===== src/rtl/riscv_pkg.sv =====
// Shared RISC-V pipeline definitions: writeback source encoding and load funct3 codes.
package riscv_pkg;

  localparam int unsigned INSTRET_W = 64;

  typedef enum logic [1:0] {
    WB_ALU  = 2'b00,
    WB_LOAD = 2'b01,
    WB_PC4  = 2'b10
  } wb_sel_t;

  localparam logic [2:0] F3_LB  = 3'b000;
  localparam logic [2:0] F3_LH  = 3'b001;
  localparam logic [2:0] F3_LW  = 3'b010;
  localparam logic [2:0] F3_LD  = 3'b011;
  localparam logic [2:0] F3_LBU = 3'b100;
  localparam logic [2:0] F3_LHU = 3'b101;
  localparam logic [2:0] F3_LWU = 3'b110;

endpackage


===== src/rtl/load_extract.sv =====
// Combinational load data extraction: picks the addressed lane of an aligned
// doubleword, extends it, and flags misaligned or illegal load types.
module load_extract
  import riscv_pkg::*;
#(
  parameter int unsigned DATA_WIDTH = 64
) (
  input  logic [2:0]            funct3,
  input  logic [2:0]            offset,
  input  logic [DATA_WIDTH-1:0] word,
  output logic [DATA_WIDTH-1:0] data,
  output logic                  fault
);

  logic [DATA_WIDTH-1:0] shifted;

  // Bring the addressed byte down to bit 0; the extension below trims it.
  assign shifted = word >> {offset, 3'b000};

  always_comb begin
    data  = '0;
    fault = 1'b0;
    case (funct3)
      F3_LB:  data = {{(DATA_WIDTH-8){shifted[7]}}, shifted[7:0]};
      F3_LBU: data = {{(DATA_WIDTH-8){1'b0}}, shifted[7:0]};
      F3_LH: begin
        data  = {{(DATA_WIDTH-16){shifted[15]}}, shifted[15:0]};
        fault = offset[0];
      end
      F3_LHU: begin
        data  = {{(DATA_WIDTH-16){1'b0}}, shifted[15:0]};
        fault = offset[0];
      end
      F3_LW: begin
        data  = {{(DATA_WIDTH-32){shifted[31]}}, shifted[31:0]};
        fault = |offset[1:0];
      end
      F3_LWU: begin
        data  = {{(DATA_WIDTH-32){1'b0}}, shifted[31:0]};
        fault = |offset[1:0];
      end
      F3_LD: begin
        data  = shifted;
        fault = |offset;
      end
      default: fault = 1'b1;
    endcase
  end

endmodule


===== src/rtl/mem_wb_stage.sv =====
// MEM/WB pipeline register: selects the writeback source, gates faulting loads
// and x0 writes, and counts retired instructions.
module mem_wb_stage
  import riscv_pkg::*;
#(
  parameter int unsigned DATA_WIDTH    = 64,
  parameter int unsigned ADDRESS_WIDTH = 5
) (
  input  logic                     clk,
  input  logic                     reset,
  input  logic                     stall,
  input  logic                     flush,
  input  logic                     m_valid,
  input  logic                     m_RegWrite,
  input  logic [1:0]               m_wb_sel,
  input  logic [2:0]               m_funct3,
  input  logic [ADDRESS_WIDTH-1:0] m_rd,
  input  logic [DATA_WIDTH-1:0]    m_alu_result,
  input  logic [DATA_WIDTH-1:0]    m_load_word,
  input  logic [DATA_WIDTH-1:0]    m_pc4,
  output logic                     RegWrite,
  output logic [ADDRESS_WIDTH-1:0] wa,
  output logic [DATA_WIDTH-1:0]    wd,
  output logic                     wb_valid,
  output logic                     misalign,
  output logic [INSTRET_W-1:0]     instret
);

  logic                     regwrite_q, regwrite_d;
  logic [ADDRESS_WIDTH-1:0] wa_q, wa_d;
  logic [DATA_WIDTH-1:0]    wd_q, wd_d;
  logic                     valid_q, valid_d;
  logic                     misalign_q, misalign_d;
  logic [INSTRET_W-1:0]     instret_q, instret_d;

  logic [DATA_WIDTH-1:0]    load_data_c;
  logic                     ext_fault_c;
  logic                     fault_c;
  logic                     retire_c;
  logic [DATA_WIDTH-1:0]    sel_data_c;

  load_extract #(.DATA_WIDTH(DATA_WIDTH)) u_load_extract (
    .funct3 (m_funct3),
    .offset (m_alu_result[2:0]),
    .word   (m_load_word),
    .data   (load_data_c),
    .fault  (ext_fault_c)
  );

  // Extraction faults only matter for real load instructions.
  assign fault_c  = m_valid & (m_wb_sel == WB_LOAD) & ext_fault_c;
  assign retire_c = m_valid & ~fault_c;

  // Reserved encoding 11 falls through to the ALU result.
  always_comb begin
    case (m_wb_sel)
      WB_LOAD: sel_data_c = load_data_c;
      WB_PC4:  sel_data_c = m_pc4;
      default: sel_data_c = m_alu_result;
    endcase
  end

  // Next state: flush beats stall, stall beats capture.
  always_comb begin
    regwrite_d = regwrite_q;
    wa_d       = wa_q;
    wd_d       = wd_q;
    valid_d    = valid_q;
    misalign_d = misalign_q;
    instret_d  = instret_q;
    if (flush) begin
      regwrite_d = 1'b0;
      wa_d       = '0;
      wd_d       = '0;
      valid_d    = 1'b0;
      misalign_d = 1'b0;
    end else if (!stall) begin
      valid_d    = m_valid;
      wa_d       = m_rd;
      regwrite_d = m_valid & m_RegWrite & (m_rd != '0) & ~fault_c;
      misalign_d = fault_c;
      wd_d       = retire_c ? sel_data_c : '0;
      if (retire_c) instret_d = instret_q + INSTRET_W'(1);
    end
  end

  always_ff @(posedge clk) begin
    if (reset) begin
      regwrite_q <= 1'b0;
      wa_q       <= '0;
      wd_q       <= '0;
      valid_q    <= 1'b0;
      misalign_q <= 1'b0;
      instret_q  <= '0;
    end else begin
      regwrite_q <= regwrite_d;
      wa_q       <= wa_d;
      wd_q       <= wd_d;
      valid_q    <= valid_d;
      misalign_q <= misalign_d;
      instret_q  <= instret_d;
    end
  end

  assign RegWrite = regwrite_q;
  assign wa       = wa_q;
  assign wd       = wd_q;
  assign wb_valid = valid_q;
  assign misalign = misalign_q;
  assign instret  = instret_q;

endmodule


===== config.mk =====
export PLATFORM = sky130hd
export DESIGN_NAME = mem_wb_stage
export DESIGN_NICKNAME = d
export VERILOG_FILES = /design/src/rtl/riscv_pkg.sv /design/src/rtl/load_extract.sv /design/src/rtl/mem_wb_stage.sv
export SDC_FILE = /design/constraint.sdc
export NUM_CORES = 1
export LEC_CHECK = 0
export CAP_MARGIN = 20
export CORE_AREA = 2 2 173 124
export CTS_CLUSTER_DIAMETER = 80
export DETAILED_ROUTE_END_ITERATION = 12
export DIE_AREA = 0 0 175 126
export GPL_TIMING_DRIVEN = 0
export HOLD_SLACK_MARGIN = 0.15
export PLACE_DENSITY_LB_ADDON = 0.12
export REMOVE_ABC_BUFFERS = 1
export SYNTH_ARGS = -nofsm -noshare
export SYNTH_HDL_FRONTEND = slang
export SYNTH_HIERARCHICAL = 1
export SYNTH_SLANG_ARGS = --single-unit

===== constraint.sdc =====
create_clock -name clk -period 5.21 [get_ports clk]
set_input_delay 1.042 -clock clk [delete_from_list [all_inputs] [get_ports clk]]
set_output_delay 1.042 -clock clk [all_outputs]
set_load 0.01 [all_outputs]

# Word level (Yosys, flattened, before mapping)
# Index checks and enable logic that the tools add are counted.
dict set report classes {
  n_addsub 1
  mul 0
  n_div 0
  n_lt_le_gt_ge 0
  eq_ne 8
  shifts 1
  n_mux 4
  bitwise 9
  reduce_logical 9
}
# cell n
set op_table {}
lappend op_table {{case mux 64 bit (7 select lines)} 1}
lappend op_table {{case mux 64 bit (2 select lines)} 1}
lappend op_table {{adder 64 x 1 -> 64 bit (second input constant)} 1}
lappend op_table {{two-way mux 64 bit} 1}
lappend op_table {{right shift 64 x 6 -> 64 bit} 1}
lappend op_table {{OR reduction 2 bit} 5}
lappend op_table {{== test 3 bit (second input constant)} 3}
lappend op_table {{bitwise AND 1 bit} 6}
lappend op_table {{== test 3 x 2 -> 1 bit (second input constant)} 2}
lappend op_table {{nonzero test 5 bit} 1}
lappend op_table {{case mux 1 bit (4 select lines)} 1}
lappend op_table {{== test 3 x 1 -> 1 bit (second input constant)} 1}
lappend op_table {{logical NOT 3 bit} 1}
lappend op_table {{inverter 1 bit} 3}
lappend op_table {{AND reduction 3 bit} 1}
lappend op_table {{OR reduction 3 bit} 1}
lappend op_table {{== test 2 x 1 -> 1 bit (second input constant)} 1}
lappend op_table {{== test 2 bit (second input constant)} 1}
dict set report word_totals {
  ff_bits 136
  latchBits 0
  ramBits 0
  rom_bits 0
  in_bits 208
  out_inout_bits 136
  wordCells 38
  n_memories 0
}

# Longest topological paths before layout
dict set report depth {
  depth_word 7
  depth_mapped 15
  depth_no_buf 8
}

# By module
# Netlist, hierarchy kept.
# module instances cells_per_inst area_each_um2 seq_area_each_um2
set by_module_without_submodules {}
lappend by_module_without_submodules {mem_wb_stage 1 855 6698.9 2722.6}
lappend by_module_without_submodules {load_extract 1 327 2309.7 0.0}

# Least setup slack after synthesis
# OpenSTA, ideal clock, no wires.
dict set report synth_timing {
  kind {input -> register}
  start {input port m_alu_result[0]}
  end {register instret_q[55] (netlist: instret[55])}
  setup_time_ps 70
  arrival_time_ps 4131
  required_time_ps 5140
  setup_slack_ps 1009
  stages 14
  n_path_buf 6
  path_cell_list {buf_6 -> buf_4 -> buf_4 -> or2_2 -> clkbuf_1 -> nand2_1 -> nand2_1 -> and2_1 -> clkbuf_1 -> or4b_4 -> or4_4 -> buf_6 -> or4_1 -> a21oi_1}
}
dict set report synth_via {
  elab_chain_cells 6
  word_cells_on_any_way 7
  classes_between {1 x mux; 3 x bitwise; 3 x reduce/logical}
}
# item line_no
set synth_lines {}
lappend synth_lines {{from (decl)} mem_wb_stage.sv:18} ;# input logic [DATA_WIDTH-1:0] m_alu_result,
lappend synth_lines {{OR reduction 3 bit / OR reduction 2 bit (equally long branches)} {load_extract.sv:44, load_extract.sv:36, load_extract.sv:40}}
lappend synth_lines {{case mux 1 bit (4 select lines) (*)} load_extract.sv:23} ;# case (funct3)
lappend synth_lines {{named net ext_fault_c} mem_wb_stage.sv:37} ;# logic ext_fault_c;
lappend synth_lines {{bitwise AND 1 bit (*)} mem_wb_stage.sv:51} ;# assign fault_c = m_valid & (m_wb_sel == WB_LOAD) & ext_fault_c;
lappend synth_lines {{inverter 1 bit (*)} mem_wb_stage.sv:52} ;# assign retire_c = m_valid & ~fault_c;
lappend synth_lines {{bitwise AND 1 bit (*)} mem_wb_stage.sv:52}
lappend synth_lines {{AND reduction 3 bit (no source line) (*)} n/a}
lappend synth_lines {{to (signal assigned)} mem_wb_stage.sv:101} ;# instret_q <= instret_d;
lappend synth_lines {{to (decl)} mem_wb_stage.sv:34} ;# logic [INSTRET_W-1:0] instret_q, instret_d;
# Mark *: on every way through the listed nets, which the timed path passes. The rest lies on a longest branch.
# A chain may end at the register's enable or synchronous reset.

# Worst setup path after layout
dict set report layout_timing {
  start {input port m_alu_result[2]}
  end {register instret_q[58] (netlist: instret[58])}
}
dict set report layout_via {
  elab_chain_cells 6
}
# item line_no
set layout_lines {}
lappend layout_lines {{OR reduction 3 bit} load_extract.sv:44} ;# fault = |offset;
lappend layout_lines {{case mux 1 bit (4 select lines)} load_extract.sv:23}
lappend layout_lines {{named net ext_fault_c} mem_wb_stage.sv:37}
lappend layout_lines {{bitwise AND 1 bit} mem_wb_stage.sv:51}
lappend layout_lines {{inverter 1 bit} mem_wb_stage.sv:52}
lappend layout_lines {{bitwise AND 1 bit} mem_wb_stage.sv:52}
lappend layout_lines {{AND reduction 3 bit (no source line)} n/a}
# The timed path passes the listed nets, and every way through them passes these cells.

==> impl_metrics.toml <==
[run_status]
status = "finished clean"

[synth]
ys_ff_latch = 136
synth-async-reset-ratio_pct = 0
synth_ff_type = "dfxtp_1"
synth.distinct_cells = 54
synth_area_leader_cell = "dfxtp_1"
synth_area_mm2 = 0.00901
ys_warn_count = 6
yosysSeqAreaShare_pct = 30.2
synthCells = 1182
synth_area_leaders = "dfxtp_1, a22oi_1, nand2_1"
ys_top_cells_by_count = "nand2_1, dfxtp_1, a22oi_1, nor2_1, o21ai_0"
synth-edff-count = 0
synth_top_area_share_pct = 30.2
avgSynthCellArea_um2 = 7.62
yosysMostFrequentCell = "nand2_1"

[pwr]
vdd_drop_max_v = 0.000232
power.density_mw_per_mm2 = 215
p_leak_uw = 0.00450
fin_total_pwr_uw = 2830

[finish]
final_util_pct = 64.6
nNetsFinal = 1662
postLayoutCellArea_mm2 = 0.0132
layout-drive-gt1-share_pct = 5.53
areaGrowthSynthToFinish_pct = 46.4

[die]
start_util_pct = 44.1
die_w_um = 175
num_io_pins = 344
fp.coreArea_mm2 = 0.0204
dieArea_mm2 = 0.0221
rows = 44
die_h_um = 126

[detailed_routing]
ant_nets = 0
vias_per_cell = 6.10
drc = 0
drt-pass1-iter-count = 5
vias = 10600
first_iter_violations = 1107
drt_wl_total_um = 35700
wl_per_cell_um = 20.4

[timing]
fin_crit_ps = 4560
worst_pin_slew_ps = 1030
slew_headroom_pct = 30.5
setup_ws_ps = 652
skew_ps = 6.49
fin_crit_sh_pct = 87.5
rsz0062_at_grt = "no"
fmax_ghz = 0.219
setup_viol = 0
drv_slew = 0
whs_ps = 477
hold_viol = 0

[placement]
place_congestion = 0.888
dp_slack_ps = 38.6
dp_hpwl_um = 25000
place_area_mm2 = 0.0126
io_buffer_count = 343

[clock_tree]
cts_buffer_depth = 2
htreeDepth = 4
cts_setup_buffers = 0
cts_tree = "done"
cts.clk_slew.worst_paths_ps = 60
cts_buffers = 17
clock-root-buffer = "clkbuf_16"
clock-sinks = 136
clock_latency_ps = 430

[flow_run]
maxCapViolCount = 0

[critical_path]
crit_fanout = 25
critPathSlowestCell = "clkdlybuf4s50_1"
cp-start-kind = "input port"
max_stage_delay_ps = 730
worstSetupPathType = "input port to register"
crit_chain = "clkdlybuf4s50_1, buf_16, o21a_1, o21ai_0, nand2_1, and2_1, nor4_2, nand4_1, or4_1, a21oi_1"
ff2ff_setup_slack_ps = 1940
crit_buf_inv = 2
critical_path_required_ps = 5570
crit_family = "simple AND/OR/NAND/NOR gates"
cp-end-kind = "register"
critical_path_arrival_ps = 4920

[grt]
grt_pass1_wl_um = 54300
grt_use_total_pct = 31.2
antenna_found_initial = 4
grt_max_degree = 83
grt_pass1_vias = 9697
globalRouteOverflowTotal = 0

[worst_hold_path]
hp-class = "register to register"
[power by group]
part | internal (µW) | total, µW | switching, µW | leakage, µW
clock network | 669 | 1160 | 496 | 0.000264
registers | 1050 | 1060 | 5.95 | 0.00110
logic | 308 | 612 | 304 | 0.00314
[cell usage in the layout, fill, tap and decap left out, drive strengths merged, types with 2 or more instances in the layout]
| cell type | netlist | final |
|---|---|---|
| and3 | 8 | 8 |
| o211ai | 22 | 22 |
| or2 | 3 | 3 |
| o21ai | 97 | 97 |
| and2 | 12 | 12 |
| a211oi | 7 | 7 |
| diode | 0 | 5 |
| o31ai | 14 | 14 |
| nand2b | 5 | 5 |
| mux4 | 11 | 11 |
| inv | 7 | 9 |
| o2111ai | 8 | 8 |
| xor2 | 14 | 14 |
| clkdlybuf4s50 | 0 | 339 |
| mux2 | 9 | 9 |
| o32a | 7 | 7 |
| a31oi | 7 | 7 |
| clkbuf | 65 | 21 |
| ha | 3 | 3 |
| mux2i | 51 | 51 |
| buf | 43 | 18 |
| a21oi | 47 | 47 |
| or4 | 20 | 20 |
| nand3 | 33 | 33 |
| nor4 | 13 | 13 |
| dfxtp | 136 | 136 |
| nor3 | 10 | 10 |
| a22oi | 128 | 128 |
| clkinvlp | 0 | 3 |
| and4 | 6 | 6 |
| o2bb2ai | 5 | 5 |
| clkinv | 0 | 5 |
| xnor2 | 13 | 13 |
| nor3b | 2 | 2 |
| nand4 | 50 | 51 |
| nand2 | 166 | 166 |
| nor2 | 118 | 118 |
| nor2b | 11 | 11 |
| or3 | 23 | 23 |
[registers in the layout, summed over array words and instances (netlist names)]
name and flops:
RegWrite 1, instret 64, misalign 1, wa 5
wb_valid 1, wd 64
[area by class of cell]
cell class,count,area (µm²)
Fill cell,1800,7240
Multi-Input combinational cell,932,5820
Timing Repair Buffer,357,3720
Sequential cell,136,2720
Clock buffer,21,450
Tap cell,276,345
Clock inverter,11,98.8
Inverter,7,26.3
Antenna cell,5,12.5
[metal layers]
metal / wire length, µm / vias to the layer above / global-route usage [%]
met5: 0 / - / 0
met4: 1030 / 0 / 12.1
met3: 4130 / 64 / 9.51
met2: 15200 / 598 / 46.1
met1: 15300 / 5028 / 42.5
li1: - / 4952 / -
[worst paths after layout]
| kind | start | endpoint | depth (start not counted) |
|---|---|---|---|
| setup / recovery | m_alu_result[2] | instret[58]$_SDFFE_PP0P_ | 10 |
| hold / removal | wb_valid$_SDFFE_PP0N_ | wb_valid$_SDFFE_PP0N_ | 2 |
| setup reg to reg | instret[19]$_SDFFE_PP0P_ | instret[58]$_SDFFE_PP0P_ | 5 |
| hold reg to reg | wb_valid$_SDFFE_PP0N_ | wb_valid$_SDFFE_PP0N_ | 2 |
[metrics by stage]
stage                     std cells  setup TNS [ps]
after global routing           1744               0
after detailed placement       1705               0
final                          1745               0
after global placement         1693         -352910
after CTS                      1737               0
after floorplan                1074               0
[timing repair]
action | in CTS | in global routing
hold buffers | 0 | 0
resized for setup | 0 | 1
endpoints found under the setup margin | 0 | 2
[tightest hold or removal path, delay by kind of cell, from the launching register on]
| kind | cells | cell delay (ps) |
|---|---|---|
| compound gates | 1 | 60 |
| flops | 1 | 310 |
| simple gates | 1 | 60 |
[kinds of logic after synthesis]
| kind of cell | count (synthesis) | share of synthesized area, % |
|---|---|---|
| AOI/OAI and AO/OA | 347 | 25.3 |
| xor gates and xnor gates | 27 | 2.63 |
| adders and majority gates | 3 | 0.417 |
| buffers and inverters | 115 | 5.89 |
| DFF | 136 | 30.2 |
| muxes | 71 | 9.62 |
| and+or+nand+nor | 483 | 25.9 |
(Power assumes the default switching activity.)
